### config.mk
export PLATFORM = sky130hd
export DESIGN_NAME = param_multicycle_cpu
export DESIGN_NICKNAME = d
export VERILOG_FILES = /design/src/rtl/cpu_pkg.sv /design/src/rtl/cpu_regfile.sv /design/src/rtl/param_multicycle_cpu.sv
export SDC_FILE = /design/constraint.sdc
export NUM_CORES = 1
export LEC_CHECK = 0
export BUFFER_PORTS_ARGS = -buffer_cell sky130_fd_sc_hd__clkbuf_2
export CAP_MARGIN = 20
export CORE_MARGIN = 3
export CORE_UTILIZATION = 35
export DETAILED_ROUTE_END_ITERATION = 8
export GPL_TIMING_DRIVEN = 0
export SYNTH_ARGS = -nofsm -noshare
export SYNTH_HDL_FRONTEND = slang
export SYNTH_SLANG_ARGS = --single-unit
### constraint.sdc
create_clock -name clk -period 6.44 [get_ports clk]
set_input_delay 1.288 -clock clk [delete_from_list [all_inputs] [get_ports clk]]
set_output_delay 1.288 -clock clk [all_outputs]
set_load 0.005 [all_outputs]
### src/rtl/cpu_pkg.sv
// cpu_pkg: opcode/func/state enums and instruction field offsets for param_multicycle_cpu
package cpu_pkg;
  typedef enum logic [1:0] {OP_ADDI, OP_ALU, OP_LOAD, OP_STORE} op_e;
  typedef enum logic [2:0] {F_ADD, F_SUB, F_AND, F_OR, F_XOR, F_SLT} func_e;
  typedef enum logic [2:0] {S_FETCH, S_DECODE, S_EXEC, S_MEM, S_WB} state_e;
  localparam int IMM_LSB = 4;
  function automatic int instr_width(input int rb, input int dw);
    return 2 + 3 * rb + dw + 4;
  endfunction
  function automatic int x3_lsb(input int dw);
    return dw + 4;
  endfunction
  function automatic int x2_lsb(input int rb, input int dw);
    return dw + 4 + rb;
  endfunction
  function automatic int x1_lsb(input int rb, input int dw);
    return dw + 4 + 2 * rb;
  endfunction
endpackage

### src/rtl/cpu_regfile.sv
// cpu_regfile: 2**REG_BITS x DATA_WIDTH registers, two operand reads + debug read, one write, reset to index values
module cpu_regfile import cpu_pkg::*; #(
  parameter int DATA_WIDTH = 8,
  parameter int REG_BITS = 2
) (
  input  logic                  clk,
  input  logic                  rst,
  input  logic                  we,
  input  logic [REG_BITS-1:0]   waddr,
  input  logic [DATA_WIDTH-1:0] wdata,
  input  logic [REG_BITS-1:0]   ra,
  input  logic [REG_BITS-1:0]   rb,
  input  logic [REG_BITS-1:0]   dbg_addr,
  output logic [DATA_WIDTH-1:0] ra_data,
  output logic [DATA_WIDTH-1:0] rb_data,
  output logic [DATA_WIDTH-1:0] dbg_data
);
  logic [DATA_WIDTH-1:0] rf [2**REG_BITS];
  assign ra_data = rf[ra];
  assign rb_data = rf[rb];
  assign dbg_data = rf[dbg_addr];
  always_ff @(posedge clk) begin
    if (rst) begin
      for (int i = 0; i < 2**REG_BITS; i++) rf[i] <= DATA_WIDTH'(i);
    end else if (we) begin
      rf[waddr] <= wdata;
    end
  end
endmodule

### src/rtl/param_multicycle_cpu.sv
// param_multicycle_cpu: multi-cycle CPU (FETCH/DECODE/EXEC/MEM/WB) with valid/ready fetch, retire/illegal pulses, result/zero and debug register port
module param_multicycle_cpu import cpu_pkg::*; #(
  parameter int DATA_WIDTH = 8,
  parameter int ADDR_BITS = 5,
  parameter int REG_BITS = 2,
  parameter int INSTR_WIDTH = 20
) (
  input  logic                   clk,
  input  logic                   rst,
  input  logic [INSTR_WIDTH-1:0] instruction,
  input  logic                   instr_valid,
  output logic                   instr_ready,
  output logic                   retire,
  output logic                   illegal,
  output logic [DATA_WIDTH-1:0]  result,
  output logic                   zero,
  input  logic [REG_BITS-1:0]    dbg_addr,
  output logic [DATA_WIDTH-1:0]  dbg_data
);
  if (INSTR_WIDTH != instr_width(REG_BITS, DATA_WIDTH)) begin : g_bad_width
    $error("INSTR_WIDTH must equal 2+3*REG_BITS+DATA_WIDTH+4");
  end
  localparam int X1L = x1_lsb(REG_BITS, DATA_WIDTH);
  localparam int X2L = x2_lsb(REG_BITS, DATA_WIDTH);
  localparam int X3L = x3_lsb(DATA_WIDTH);
  state_e state;
  logic [INSTR_WIDTH-1:0] ir;
  logic [DATA_WIDTH-1:0] a, b, alu_r, mdr, alu, rd_a, rd_b, wdata, imm;
  logic [DATA_WIDTH-1:0] mem [2**ADDR_BITS];
  logic [REG_BITS-1:0] x1, x2, x3;
  logic [ADDR_BITS-1:0] addr;
  logic [2:0] func;
  logic bad, unused_ok;
  op_e op;
  assign op = op_e'(ir[INSTR_WIDTH-1 -: 2]);
  assign x1 = ir[X1L +: REG_BITS];
  assign x2 = ir[X2L +: REG_BITS];
  assign x3 = ir[X3L +: REG_BITS];
  assign imm = ir[IMM_LSB +: DATA_WIDTH];
  assign func = ir[2:0];
  assign unused_ok = ir[3];
  assign bad = op == OP_ALU && func[2:1] == 2'b11;
  assign addr = ADDR_BITS'(alu_r);
  assign wdata = op == OP_LOAD ? mdr : alu_r;
  assign instr_ready = state == S_FETCH && !rst;
  always_comb begin
    alu = op != OP_ALU ? a + imm :
          func == F_SUB ? a - b :
          func == F_AND ? a & b :
          func == F_OR  ? a | b :
          func == F_XOR ? a ^ b :
          func == F_SLT ? DATA_WIDTH'(a < b) : a + b;
  end
  cpu_regfile #(.DATA_WIDTH(DATA_WIDTH), .REG_BITS(REG_BITS)) u_rf (
    .clk(clk), .rst(rst), .we(state == S_WB), .waddr(x1), .wdata(wdata),
    .ra(x2), .rb(op == OP_STORE ? x1 : x3), .dbg_addr(dbg_addr),
    .ra_data(rd_a), .rb_data(rd_b), .dbg_data(dbg_data)
  );
  always_ff @(posedge clk) begin
    if (rst) begin
      state <= S_FETCH;
      retire <= 1'b0;
      illegal <= 1'b0;
      result <= '0;
      zero <= 1'b1;
      for (int i = 0; i < 2**ADDR_BITS; i++) mem[i] <= '0;
    end else begin
      retire <= 1'b0;
      illegal <= 1'b0;
      case (state)
        S_FETCH: if (instr_valid) begin
          ir <= instruction;
          state <= S_DECODE;
        end
        S_DECODE: begin
          a <= rd_a;
          b <= rd_b;
          state <= S_EXEC;
        end
        S_EXEC: begin
          alu_r <= alu;
          retire <= bad;
          illegal <= bad;
          state <= bad ? S_FETCH : (op == OP_LOAD || op == OP_STORE) ? S_MEM : S_WB;
        end
        S_MEM: begin
          if (op == OP_STORE) mem[addr] <= b;
          else mdr <= mem[addr];
          retire <= op == OP_STORE;
          state <= op == OP_STORE ? S_FETCH : S_WB;
        end
        S_WB: begin
          result <= wdata;
          zero <= wdata == '0;
          retire <= 1'b1;
          state <= S_FETCH;
        end
        default: state <= S_FETCH;
      endcase
    end
  end
endmodule

Word level (Yosys, flattened, before mapping)

Memories as Yosys holds them, arrays and structs flattened. A register that Yosys moved wholly into a read port is not among the register bits.
Index checks and enable logic that the tools add are counted.

Logic and storage cells: 76
Memories: 2
Output and inout bits: 20
Bits in registers: 42
Memory bits (writable): 288
Bits of input ports: 25

Memories:

| name    | words | width | rd ports | clocked after Yosys merged registers in | wr ports | line                       | RTL |
|---|---|---|---|---|---|---|---|
| mem     | 32    | 8     | 1        | 1                                       | 32       | param_multicycle_cpu.sv:29 | `logic [DATA_WIDTH-1:0] mem [2**ADDR_BITS];` |
| u_rf.rf | 4     | 8     | 3        | 2                                       | 4        | cpu_regfile.sv:18          | `logic [DATA_WIDTH-1:0] rf [2**REG_BITS];` |

Bitwise logic cells: 6
Muxes and demuxes: 29
Order comparisons: 1
Equality and inequality tests: 15
Add/subtract/negate cells: 3
Reductions and logical operators: 13

Operators by type and width:

| kind                 | count |
|---|---|
| $mux W8              | 9 |
| $add A8 B8 Y8        | 2 |
| $reduce_or A8 Y1     | 2 |
| $eq A3 B2 Y1 const B | 4 |
| $mux W3              | 4 |
| $pmux W3 S4          | 1 |
| $mux W1              | 11 |
| $eq A3 B3 Y1 const B | 3 |
| $and A8 B8 Y8        | 1 |
| $logic_not A8 Y1     | 1 |
| $lt A8 B8 Y1         | 1 |
| $or A8 B8 Y8         | 1 |
| $sub A8 B8 Y8        | 1 |
| $xor A8 B8 Y8        | 1 |
| $eq A2 B2 Y1 const B | 3 |
| $eq A3 B1 Y1 const B | 2 |
| $reduce_and A3 Y1    | 2 |
| $mux W5              | 1 |
| $mux W2              | 2 |
| $reduce_and A2 Y1    | 2 |
| $logic_not A3 Y1     | 1 |
| $not A1 Y1           | 3 |
| $pmux W1 S3          | 1 |
| $eq A2 B1 Y1 const B | 1 |
| other kinds (6)      | 7 |

Depth between registers and ports, before layout

Word-level depth: 7
Mapped depth: 10
Gate-level depth less buffers: 9

By module

A second synthesis with hierarchy kept.

Cells, all modules: 1259
Area, all modules: 17660.7 um^2

By module, submodules not included:

| module               | instances | cells an instance | area an instance (um^2) |
|---|---|---|---|
| param_multicycle_cpu | 1         | 1155              | 15811.4 |
| cpu_regfile          | 1         | 104               | 1849.3 |

Worst setup path before layout

Ideal clock, no wire load.

Path kind: input port to output port
Start: input dbg_addr[1]
End: output dbg_data[0]
Required time: 5.152 ns
Path buffers: 1
Slack: 2.877 ns
Stages: 2
Arrival: 2.275 ns
Path through: clkbuf_1 mux4_2

Cells in the longest elaborated chain, start to end: 1

RTL lines:

| item          | line                       | RTL |
|---|---|---|
| from (decl)   | param_multicycle_cpu.sv:17 | `input logic [REG_BITS-1:0] dbg_addr,` |
| $mem_v2 Z4 W8 | -                          |  |
| to (decl)     | param_multicycle_cpu.sv:18 | `output logic [DATA_WIDTH-1:0] dbg_data` |

Every way passes these cells.

==> impl_results.md <==
* Endpoints failing setup at 0
* Hold EP: state[2]$_SDFFE_PP0P_
* Slew Limit Fails at 0
* Clk buf depth at 3
* Final Cell Area at between 15000 and 20000 sq um
* Area contributors post-synth: edfxtp_1 60%, mux4_2 11%, nor3_1 7.8%, ha_1 2.4%, clkbuf_1 2.3%
* Die H at 226 microns
* Critical path buffers and inverters at 3
* Synth Cell Area at ~17000 sq um
* CP max-delay cell: o21bai_1
* CP arrival at 4.08 ns
* Placed insts at between 1500 and 2000
* Seq/Total Area, Yosys at 61.5%
* Critical Path Source Type: register
* Final hold violation count at 0
* Non-filler cells, final at 1968
* Status: complete, no violations
* Synthesized area per cell at 13.7 sq um
* Async SR Flop Fraction at 0%
* Reg2Reg Launch Point: alu_r[1]$_DFFE_PP_
* Synth Flop Type: edfxtp_1
* Most common cell type on the critical path: clkbuf_1
* PD cells at 270 nW/um^2
* Via count at 11700
* Setup crit end kind: register
* Post-synth top area share at 59.9%
* Gr usage total at 20.2%
* Row count at 80
* Max-slew headroom at between 20% and 30%
* Detailed Place HPWL at 35800 microns
* Hold Path Class: reg2reg
* Root Buffer Master: clkbuf_16
* Syn Nets at 1304
* Pre-Repair DR Iteration Count at 5
* Clock skew at 0.0164 ns
* CTS tree: built
* Routed len/inst at 26.0 microns
* Period utilization at 61.0%
* N_diodes at 0
* Gr ovfl total at 0
* HP Start: state[2]$_SDFFE_PP0P_
* Area growth syn-to-layout at 13.2%
* Synth area leader: edfxtp_1
* I/O pin cnt at 45
* Initial core utilization at 35.5%
* Yosys warns at 0
* FMAX at between 200 and 300 MHz
* DP Worst Slack at roughly 2.2 ns
* Hold_buf cts at 0
* Crit path max fanout at 10
* Post-layout util at 40.2%
* RePlAce Congestion at 0.965
* Most frequent cells after synthesis: 339 x edfxtp_1, 265 x nor3_1, 104 x clkbuf_1, 85 x mux4_2, 77 x nor2_1
* Kind of critical path: reg2reg
* TNS Setup at 0 ns
* DRT iter0 DRCs at around 1300
* Family with the most delay on the worst path: buffers and inverters
* Clock sinks at between 300 and 400
* Final WS setup at 2.51 ns
* Unrepaired setup endpoints after global routing: no
* R2R Setup Slk at 2.51 ns
* Layout cells sized above 1 at 16.0%
* Drt drc at 0
* Post-synthesis cell count at 1243
* Hold WS at 0.488 ns
* Hold path cells at 1
* Clock Latency Late Sink at 0.54 ns
* Clock slew at reported path FFs at roughly 0.06 ns
* Leakage at 6.29 nW
* Worst slew pin tran at 1.19 ns
* Final Routed Wirelength at 51200 microns
* Cts bufs inserted at 37
* Placement Cell Area at 18000 sq um
* Cts repair resizes at 0
* Worst path required time at 6.59 ns
* Vias in the first global route at 11700
* Vias per cell at 5.93
* First-pass GRT wire length at 76300 microns
* H-tree levels at 2
* Die area at slightly above 50000 sq um
* Critical path, cell by cell: clkbuf_1 -> clkbuf_1 -> nand3_1 -> clkbuf_1 -> o21bai_1
* Power, Total at between 5 and 6 mW
* Core area at 47800 sq um
* Synth Register Bits at 353
* Setup Buffers After CTS at 0
* NumNets Final at between 1000 and 1500
* Max_cap viols at 0
* Largest net degree at the start of global routing at 16
* EDFF count, synth at roughly 340
* Initial antenna violation count at 0
* Most numerous cell in the Yosys netlist: edfxtp_1
* Critical register-to-register path endpoint: mem[27][0]$_SDFFCE_PN0P_
* Final ANT Viol Nets at 0
* Die X at between 200 and 250 microns
* Fin crit period at approximately 3.9 ns
* Unique cell type count in the Yosys netlist at 60
* Peak VDD IR at roughly 0.00019 V
* IO Port Bufs at 41
* Largest stage delay, worst path at 0.93 ns
* Worst-case reg-to-reg path depth at 5
==> worst max-delay path by stage <==
stage	slack, ns	depth (start not counted)	to	from
4_1_cts	2.54	3	dbg_data[0]	dbg_addr[1]
5_1_grt	2.48	3	dbg_data[0]	dbg_addr[1]
3_3_place_gp	2.21	7	mem[27][3]$_SDFFCE_PN0P_	rst
2_1_floorplan	2.88	2	dbg_data[0]	dbg_addr[1]
6_report	2.51	5	mem[27][0]$_SDFFCE_PN0P_	alu_r[1]$_DFFE_PP_
3_5_place_dp	2.19	7	mem[27][3]$_SDFFCE_PN0P_	rst
==> per-layer routing <==
layer	vias to the layer above	part of all wire (%)	track usage, %
met5	-	0	0
met4	0	4.2	8.05
met3	111	8.6	3.66
met2	632	46	32.0
met1	5907	41	27.7
li1	5011	-	-
==> placed cells by master (no fill, tap or decap), drive strengths merged, types with 11 or more instances in the layout <==
cell type / netlist / final
a211oi: 11 / 11
a21oi: 30 / 30
a22oi: 33 / 33
buf: 26 / 29
clkbuf: 104 / 187
clkinv: 0 / 15
dfxtp: 14 / 14
edfxtp: 339 / 339
ha: 33 / 33
inv: 29 / 31
mux2i: 11 / 11
mux4: 88 / 88
nand2: 20 / 20
nand2b: 13 / 13
nor2: 77 / 77
nor3: 265 / 265
o21ai: 12 / 12
o21bai: 36 / 36
==> where the power goes <==
part	switching, mW	internal, mW	leakage [nW]	total [mW]
clock network	0.919	1.31	0.606	2.22
logic	0.227	0.124	2.14	0.351
registers	0.0321	2.59	3.54	2.62
total	1.18	4.02	6.29	5.20
==> cells by family after synthesis <==
group,count (synthesis),share of synthesized area (%)
compound gates,154,6.52
xor+xnor,10,0.515
fa+ha+maj,36,2.78
buf+inv,159,3.67
flops,353,61.5
mux,100,12.5
simple gates,431,12.5
==> registers in the layout, indices dropped and copies added (netlist names) <==
signal / flops
u_rf.rf: 32
mdr: 8
retire: 1
state: 3
b: 8
mem: 256
zero: 1
illegal: 1
alu_r: 8
ir: 19
a: 8
result: 8
==> cell type report <==
cell class                      instances  area [sq um]
Sequential cell                       353         10500
Timing Repair Buffer                   44           235
Multi-Input combinational cell        731          5920
Inverter                               29           109
Clock inverter                         24           250
Buffer                                130           515
Clock buffer                           42           987
Fill cell                            4462         28600
Tap cell                              615           769
==> worst register-to-register path, stage by stage (launching register included) <==
cell,delay [ns]
edfxtp_1,0.33
clkbuf_1,0.22
clkbuf_1,0.80
nand3_1,0.71
clkbuf_1,0.55
o21bai_1,0.93
Power figures use the tool's default switching activity.
